<file path="config.mk">
export PLATFORM = sky130hd
export DESIGN_NAME = sl_ahb_sram_fill
export DESIGN_NICKNAME = d
export VERILOG_FILES = /design/src/rtl/sl_sram_fill_pkg.sv /design/src/rtl/sl_sram_fill_pattern.sv /design/src/rtl/sl_ahb_sram_fill.sv
export SDC_FILE = /design/constraint.sdc
export NUM_CORES = 1
export LEC_CHECK = 0
export ABC_AREA = 1
export CAP_MARGIN = 40
export CELL_PAD_IN_SITES_DETAIL_PLACEMENT = 1
export CELL_PAD_IN_SITES_GLOBAL_PLACEMENT = 1
export CORE_MARGIN = 8
export CORE_UTILIZATION = 40
export DETAILED_ROUTE_END_ITERATION = 7
export PLACE_DENSITY = 0.88
export RECOVER_POWER = 50
export SLEW_MARGIN = 20
export SYNTH_ARGS = -nofsm -noshare
export SYNTH_HDL_FRONTEND = slang
export SYNTH_SLANG_ARGS = --single-unit
</file>
<file path="constraint.sdc">
create_clock -name HCLK -period 4.3 [get_ports HCLK]
set_input_delay 0.43 -clock HCLK [delete_from_list [all_inputs] [get_ports HCLK]]
set_output_delay 0.43 -clock HCLK [all_outputs]
set_load 0.01 [all_outputs]
</file>
<file path="src/rtl/sl_sram_fill_pkg.sv">
// rtl/sl_sram_fill_pkg.sv - state encoding, AHB constants and fill-pattern helper for sl_ahb_sram_fill
package sl_sram_fill_pkg;

    localparam logic [1:0] ST_IDLE  = 2'd0;
    localparam logic [1:0] ST_FILL  = 2'd1;
    localparam logic [1:0] ST_CHECK = 2'd2;
    localparam logic [1:0] ST_DRAIN = 2'd3;

    localparam logic [1:0] HTRANS_IDLE   = 2'b00;
    localparam logic [1:0] HTRANS_NONSEQ = 2'b10;
    localparam logic [2:0] HSIZE_WORD    = 3'b010;

    // Pattern configuration captured on an accepted START
    typedef struct packed {
        logic [31:0] pattern;
        logic        mode;
    } fill_cfg_t;

    // Word value for index i: constant pattern, or pattern plus index (mod 2^32)
    function automatic logic [31:0] fill_data(input logic [31:0] pattern,
                                              input logic        mode,
                                              input logic [31:0] index);
        return mode ? (pattern + index) : pattern;
    endfunction

endpackage

</file>
<file path="src/rtl/sl_sram_fill_pattern.sv">
// rtl/sl_sram_fill_pattern.sv - word-index counter with address and data generation, shared by fill and verify passes
module sl_sram_fill_pattern
    import sl_sram_fill_pkg::*;
#(
    parameter int RAM_ADDR_W = 14
) (
    input  logic                  clk,
    input  logic                  rst_n,
    input  logic                  load,
    input  logic                  restart,
    input  logic                  advance,
    input  logic [RAM_ADDR_W-1:0] base,
    input  logic [RAM_ADDR_W-2:0] words,
    input  logic [31:0]           pattern,
    input  logic                  mode,
    output logic [RAM_ADDR_W-1:0] addr,
    output logic [31:0]           data,
    output logic                  last
);

    localparam int IW = RAM_ADDR_W - 1;
    localparam logic [IW-1:0] IDX_ONE = {{(IW-1){1'b0}}, 1'b1};

    logic [RAM_ADDR_W-3:0] base_word;
    logic [IW-1:0]         words_q;
    logic [IW-1:0]         idx;
    fill_cfg_t             cfg;
    logic                  unused_base;

    // Byte offset bits of BASE carry no meaning: transfers are always word aligned
    assign unused_base = ^base[1:0];

    // Capture the request on load; step or rewind the word index afterwards
    always_ff @(posedge clk or negedge rst_n) begin
        if (!rst_n) begin
            base_word <= '0;
            words_q   <= '0;
            cfg       <= '0;
            idx       <= '0;
        end else if (load) begin
            base_word   <= base[RAM_ADDR_W-1:2];
            words_q     <= words;
            cfg.pattern <= pattern;
            cfg.mode    <= mode;
            idx         <= '0;
        end else if (restart) begin
            idx <= '0;
        end else if (advance) begin
            idx <= idx + IDX_ONE;
        end
    end

    // Word-granular add wraps the address silently at the top of the region
    assign addr = {base_word + idx[RAM_ADDR_W-3:0], 2'b00};
    assign data = fill_data(cfg.pattern, cfg.mode, 32'(idx));
    assign last = (idx == (words_q - IDX_ONE));

endmodule

</file>
<file path="src/rtl/sl_ahb_sram_fill.sv">
// rtl/sl_ahb_sram_fill.sv - AHB-Lite SRAM fill master; optional read-back verify under SL_SRAM_FILL_VERIFY_EN
module sl_ahb_sram_fill
    import sl_sram_fill_pkg::*;
#(
    parameter int SYS_DATA_W = 32,
    parameter int RAM_ADDR_W = 14
) (
    input  logic                  HCLK,
    input  logic                  HRESETn,
    input  logic                  START,
    input  logic [RAM_ADDR_W-1:0] BASE,
    input  logic [RAM_ADDR_W-2:0] WORDS,
    input  logic [31:0]           PATTERN,
    input  logic                  MODE,
    output logic                  BUSY,
    output logic                  DONE,
    output logic                  ERROR,
    output logic [RAM_ADDR_W-1:0] HADDR,
    output logic [1:0]            HTRANS,
    output logic [2:0]            HSIZE,
    output logic                  HWRITE,
    output logic [SYS_DATA_W-1:0] HWDATA,
    input  logic                  HREADY,
    input  logic                  HRESP,
    input  logic [SYS_DATA_W-1:0] HRDATA
);

    logic [1:0]            state;
    logic                  busy_q;
    logic                  done_q;
    logic                  error_q;
    logic [1:0]            htrans_q;
    logic                  hwrite_q;
    logic [SYS_DATA_W-1:0] hwdata_q;
    logic                  dphase_valid;

    logic                  start_ok;
    logic                  accept;
    logic                  err_first;
    logic                  gen_restart;
    logic                  gen_advance;
    logic                  gen_last;
    logic [31:0]           gen_data;
    logic [RAM_ADDR_W-1:0] gen_addr;

    // START is honoured only from a quiet IDLE (not in the DONE cycle, when BUSY is still high)
    assign start_ok  = (state == ST_IDLE) && !busy_q && START;
    assign accept    = (htrans_q == HTRANS_NONSEQ) && HREADY;
    // First cycle of the two-cycle AHB error response for the beat in data phase
    assign err_first = dphase_valid && HRESP && !HREADY;
    assign gen_advance = accept && !gen_last;

`ifdef SL_SRAM_FILL_VERIFY_EN
    logic                  dphase_read;
    logic [SYS_DATA_W-1:0] dphase_exp;
    logic                  mismatch;

    assign gen_restart = accept && gen_last && (state == ST_FILL);
    assign mismatch    = dphase_valid && dphase_read && HREADY && !HRESP
                         && (HRDATA != dphase_exp);
`else
    logic unused_hrdata;

    assign gen_restart   = 1'b0;
    assign unused_hrdata = ^HRDATA;
`endif

    sl_sram_fill_pattern #(
        .RAM_ADDR_W (RAM_ADDR_W)
    ) u_pattern (
        .clk     (HCLK),
        .rst_n   (HRESETn),
        .load    (start_ok),
        .restart (gen_restart),
        .advance (gen_advance),
        .base    (BASE),
        .words   (WORDS),
        .pattern (PATTERN),
        .mode    (MODE),
        .addr    (gen_addr),
        .data    (gen_data),
        .last    (gen_last)
    );

    // Transfer sequencing: address phase, registered data phase and completion status
    always_ff @(posedge HCLK or negedge HRESETn) begin
        if (!HRESETn) begin
            state        <= ST_IDLE;
            busy_q       <= 1'b0;
            done_q       <= 1'b0;
            error_q      <= 1'b0;
            htrans_q     <= HTRANS_IDLE;
            hwrite_q     <= 1'b0;
            hwdata_q     <= '0;
            dphase_valid <= 1'b0;
`ifdef SL_SRAM_FILL_VERIFY_EN
            dphase_read  <= 1'b0;
            dphase_exp   <= '0;
`endif
        end else begin
            done_q <= 1'b0;
            if (HREADY) begin
                dphase_valid <= accept;
            end
            if (accept && hwrite_q) begin
                hwdata_q <= gen_data;
            end
`ifdef SL_SRAM_FILL_VERIFY_EN
            if (accept) begin
                dphase_read <= !hwrite_q;
                dphase_exp  <= gen_data;
            end
            if (mismatch) begin
                error_q <= 1'b1;
            end
`endif
            case (state)
                ST_IDLE: begin
                    if (busy_q) begin
                        busy_q <= 1'b0;
                    end else if (START) begin
                        error_q <= 1'b0;
                        if (WORDS != '0) begin
                            state    <= ST_FILL;
                            busy_q   <= 1'b1;
                            htrans_q <= HTRANS_NONSEQ;
                            hwrite_q <= 1'b1;
                        end else begin
                            done_q <= 1'b1;
                        end
                    end
                end
                ST_FILL: begin
                    if (err_first) begin
                        error_q  <= 1'b1;
                        htrans_q <= HTRANS_IDLE;
                        state    <= ST_DRAIN;
                    end else if (accept && gen_last) begin
                        htrans_q <= HTRANS_IDLE;
`ifdef SL_SRAM_FILL_VERIFY_EN
                        state    <= ST_CHECK;
`else
                        state    <= ST_DRAIN;
`endif
                    end
                end
`ifdef SL_SRAM_FILL_VERIFY_EN
                ST_CHECK: begin
                    if (err_first) begin
                        error_q  <= 1'b1;
                        htrans_q <= HTRANS_IDLE;
                        state    <= ST_DRAIN;
                    end else if (htrans_q == HTRANS_IDLE) begin
                        // One idle slot lets the last write data phase retire before reads start
                        if (HREADY) begin
                            htrans_q <= HTRANS_NONSEQ;
                            hwrite_q <= 1'b0;
                        end
                    end else if (accept && gen_last) begin
                        htrans_q <= HTRANS_IDLE;
                        state    <= ST_DRAIN;
                    end
                end
`endif
                ST_DRAIN: begin
                    if (err_first) begin
                        error_q <= 1'b1;
                    end else if (HREADY) begin
                        done_q <= 1'b1;
                        state  <= ST_IDLE;
                    end
                end
                default: begin
                    state <= ST_IDLE;
                end
            endcase
        end
    end

    assign BUSY   = busy_q;
    assign DONE   = done_q;
    assign ERROR  = error_q;
    assign HADDR  = gen_addr;
    assign HTRANS = htrans_q;
    assign HSIZE  = HSIZE_WORD;
    assign HWRITE = hwrite_q;
    assign HWDATA = hwdata_q;

endmodule

</file>
==> results summary <==
The flow ran to the end, but the final reports show violations. The final reports fail on capacitance limit, slew limit. By area the synthesized netlist is led by sky130_fd_sc_hd__dfrtp_1, sky130_fd_sc_hd__nand2_1, sky130_fd_sc_hd__ha_1. The first element of the critical path is u_pattern.idx[0]. The detailed-routing wirelength on met1 is 9160 um. The detailed router's first-iteration violation count is 333. After detailed routing, the number of vias per cell comes to 5.18. The average detailed-routed wire length per instance came out at 16.8 um. Summed over all nets, wire length on met2 after detailed routing comes to 10700 um. The die outline width is 147 um. The CTS tree is built.

The setup path with the least slack is of type flip-flop to output port. The share of synthesized registers carrying an async set or reset is 100%. Registers are responsible for 34.5% of the overall power.

The critical register-to-register path startpoint is u_pattern.idx[0]. The number of hold-slack violations in the final timing report came to 0. Yosys mapped the design onto 46 distinct sky130hd cell types. Setup slack on the worst reg-to-reg path comes out at 1.45 ns. The first-pass GRT wire length is 35600 um. The leakage power summed over all cells came out at 4.12 nW. The count of placed standard cells including taps is 1249.

The combinational fraction of design power is 49.7%. After synthesis the cells add up to 0.00685 mm^2. The clock-pin slew of the registers on the worst-case setup and hold paths is 0.08 ns. STA classifies the critical path endpoint as an output port. The TritonCTS buffer count came out at 9.

Ranked by instance count, the synthesized netlist is headed by sky130_fd_sc_hd__nand2_1, sky130_fd_sc_hd__dfrtp_1, sky130_fd_sc_hd__nor2_1. The transition time of the tightest slew-check pin is 1.86 ns. The number of antenna violations at the first check in global routing is 0. In this run the core area contains 48 standard-cell rows. The endpoint required time on the critical path came out at 3.87 ns. The worst hold path terminates at HWDATA[23].

In this run the mean area of a mapped cell was 7.33 um^2. The cts-stage hold buffer count came out at 0. The terminus of the critical flop-to-flop path is HWDATA[26].

The number of antenna diodes in the final layout is 0. The startpoint identified for the worst hold timing path is HWDATA[23]. The arrival time of data at the critical path endpoint came out at 3.19 ns.

STA classifies the critical path startpoint as a flip-flop. The via total after detailed routing is 6568. The clock tree buffer depth is 2. Walking the worst path, the cells encountered are ha_1, inv_1, fa_1, inv_1, a31oi_1, o21ai_0, a21oi_1, nor2_1, nor2_1, xnor2_1, clkdlybuf4s50_1. In this run the biggest area consumer among cell types represents 40.6% of the synthesized area. The detailed placer's ending HPWL is 16000 um. The total die area is 0.0216 mm^2. The total of warnings raised by yosys came out at 0. The path depth of the worst reg2reg path is 10. The final cell count without fillers came out at 1267.

The clock network fraction of design power came out at 15.9%. The number of sinks driven by the clock tree came out at 111. Of all cell types, the one taking the most synthesized area is sky130_fd_sc_hd__dfrtp_1. The internal portion of the total power is 3.04 mW. Synthesis inferred 111 register bits. After layout, the minimum clock period comes to 3.62 ns. The routability congestion estimate came out at 0.856. The deepest level of the CTS H-tree came out at 3.

The count of final max-slew check failures came out at 104. The quantity of gates resized following cts is 0. Between clock sinks in the finished design, the worst skew comes to 0.0118 ns. IR analysis of the VDD net gives a maximum drop of 331 uV. The switching power is 2.42 mW. The number of instances on the worst hold path is 2.

Of the total power, the share spent switching nets is 44.3%. The wire length after detailed routing is 21200 um. The count of input and output buffers is 111.

The cell with the largest stage delay on the worst path is sky130_fd_sc_hd__clkdlybuf4s50_1. The detailed-router iteration count before antenna repair is 4. In this run the vertical extent of the chip is 147 um. The final non-filler cell area came out at 0.00847 mm^2. For this configuration, the core starts out at a cell density of 40.3%. The number of max-capacitance violations reported is 3. The number of instances in the synthesized netlist came out at 934. The smallest hold slack is 0.476 ns. CTS placed an instance of sky130_fd_sc_hd__clkbuf_16 at the clock tree root. The area added between synthesis and finish is 23.8%.

The number of enable-type register cells in the synthesized netlist is 0. The number of nets with antenna violations after detailed routing is 0. After layout, the design draws a total of 5.46 mW.

The global-route total usage across every layer came out at 20.2%. The total setup violations reported at the end of the flow is 0. Of the synthesized area, sequential elements account for 40.6%.

The worst slew margin relative to its limit is -23.8%. The path type of the worst min-delay path is flip-flop to flip-flop. The post-detailed-placement cell area came out at 0.00816 mm^2. The total congestion overflow after global routing is 0. The share of post-route cells with drive strength above 1 came out at 4.61%. The areal power density over the cells is 644 mW/mm^2. Entering global routing, the biggest net connects 91 pins. After detailed routing, the number of remaining DRC violations is 0. The number of top-level pins is 152. The routed wire length on met3 is 866 um.

The number of global-route vias before repair is 7020. Setup repair after global routing left no endpoint under its margin. The highest metal layer carrying signal wires in the routed design is met4. Adding up every negative setup slack in the final design gives 0 ns. On the worst path, the slowest cell contributes a delay of 0.56 ns. Derived from the worst setup path, the maximum achievable clock frequency is 0.277 GHz. For the worst-skew pair, the clock arrives at the later sink with an insertion delay of 0.36 ns. The maximum net fanout on the critical path is 8. After layout, the worst path uses 84.1% of the clock period. For this run, the post-layout net count is 1165. In the synthesized netlist the dominant register cell turns out to be sky130_fd_sc_hd__dfrtp_1.

The most frequently used cell type in the post-synthesis netlist is sky130_fd_sc_hd__nand2_1. Post-CTS timing repair inserted 0 buffers for setup. The core region is 0.0170 mm^2.
-- critical path, delay by kind of cell (launching register included) --
kind,cells,cell delay [ns]
buffers and inverters,3,0.77
adders and majority gates,2,0.71
AOI/OAI and AO/OA,3,0.54
DFF,1,0.51
and+or+nand+nor,2,0.18
xor gates and xnor gates,1,0.14
-- state kept, by name, indices dropped and copies added, names as in the netlist, 2 cells and up --
| name | count |
|---|---|
| u_pattern.words_q | 13 |
| HWDATA | 32 |
| state | 2 |
| u_pattern.base_word | 12 |
| u_pattern.idx | 13 |
| u_pattern.cfg | 33 |
-- final cells by class --
cell class / count / area, um^2
clock buffers: 11 / 253
clock inverters: 5 / 45.0
fillers: 2122 / 8520
inverters: 77 / 289
multi-input cells: 718 / 3640
flip-flops and latches: 111 / 2780
well taps: 225 / 282
repair buffers: 120 / 1190
-- placed cells by master, fill, tap and decap left out, types with 16 or more instances in the layout --
cell / instances
sky130_fd_sc_hd__nand2_1: 331
sky130_fd_sc_hd__dfrtp_1: 111
sky130_fd_sc_hd__clkdlybuf4s50_1: 94
sky130_fd_sc_hd__nor2_1: 76
sky130_fd_sc_hd__inv_1: 73
sky130_fd_sc_hd__nand3_1: 66
sky130_fd_sc_hd__o21ai_0: 58
sky130_fd_sc_hd__xor2_1: 35
sky130_fd_sc_hd__a21oi_1: 33
sky130_fd_sc_hd__ha_1: 29
sky130_fd_sc_hd__dlygate4sd3_1: 16
-- cell families after synthesis --
| family | count (synthesis) | synth area share [%] |
|---|---|---|
| and+or+nand+nor | 519 | 31.7 |
| buffers and inverters | 109 | 6.56 |
| other | 2 | 0.110 |
| AOI/OAI and AO/OA | 118 | 9.56 |
| DFF | 111 | 40.6 |
| xor gates and xnor gates | 44 | 5.63 |
| adders and majority gates | 31 | 5.89 |
-- layer usage --
layer | GRT usage (%) | vias up
li1 | - | 3203
met1 | 23.9 | 3189
met2 | 35.8 | 136
met3 | 3.48 | 40
met4 | 7.73 | 0
met5 | 0 | -
-- how the worst max path moves through the flow --
stage | to | cells past startpoint | slack, ns
finish | HADDR[10] | 11 | 0.68
global route | HADDR[10] | 11 | 0.47
CTS | HADDR[10] | 11 | 0.65
detailed placement | HADDR[10] | 11 | 1.09
global placement | HADDR[10] | 11 | 1.20
floorplan | HADDR[10] | 10 | 1.95
-- power groups by stage --
stage | logic, mW | clock network (mW) | registers, mW
floorplan | 1.64 | 0 | 1.85
global placement | 2.61 | 0 | 1.88
detailed placement | 2.73 | 0 | 1.90
CTS | 2.76 | 0.887 | 1.88
global route | 3.06 | 0.927 | 1.94
finish | 2.71 | 0.867 | 1.88
-- stage by stage --
stage	utilization (%)	setup slack (ns)
3_5_place_dp	48.0	1.09
5_1_grt	49.9	0.472
3_3_place_gp	47.9	1.20
6_report	49.9	0.684
4_1_cts	49.8	0.652
2_1_floorplan	-	1.95
Note: power is estimated with default switching activity, not from simulation.
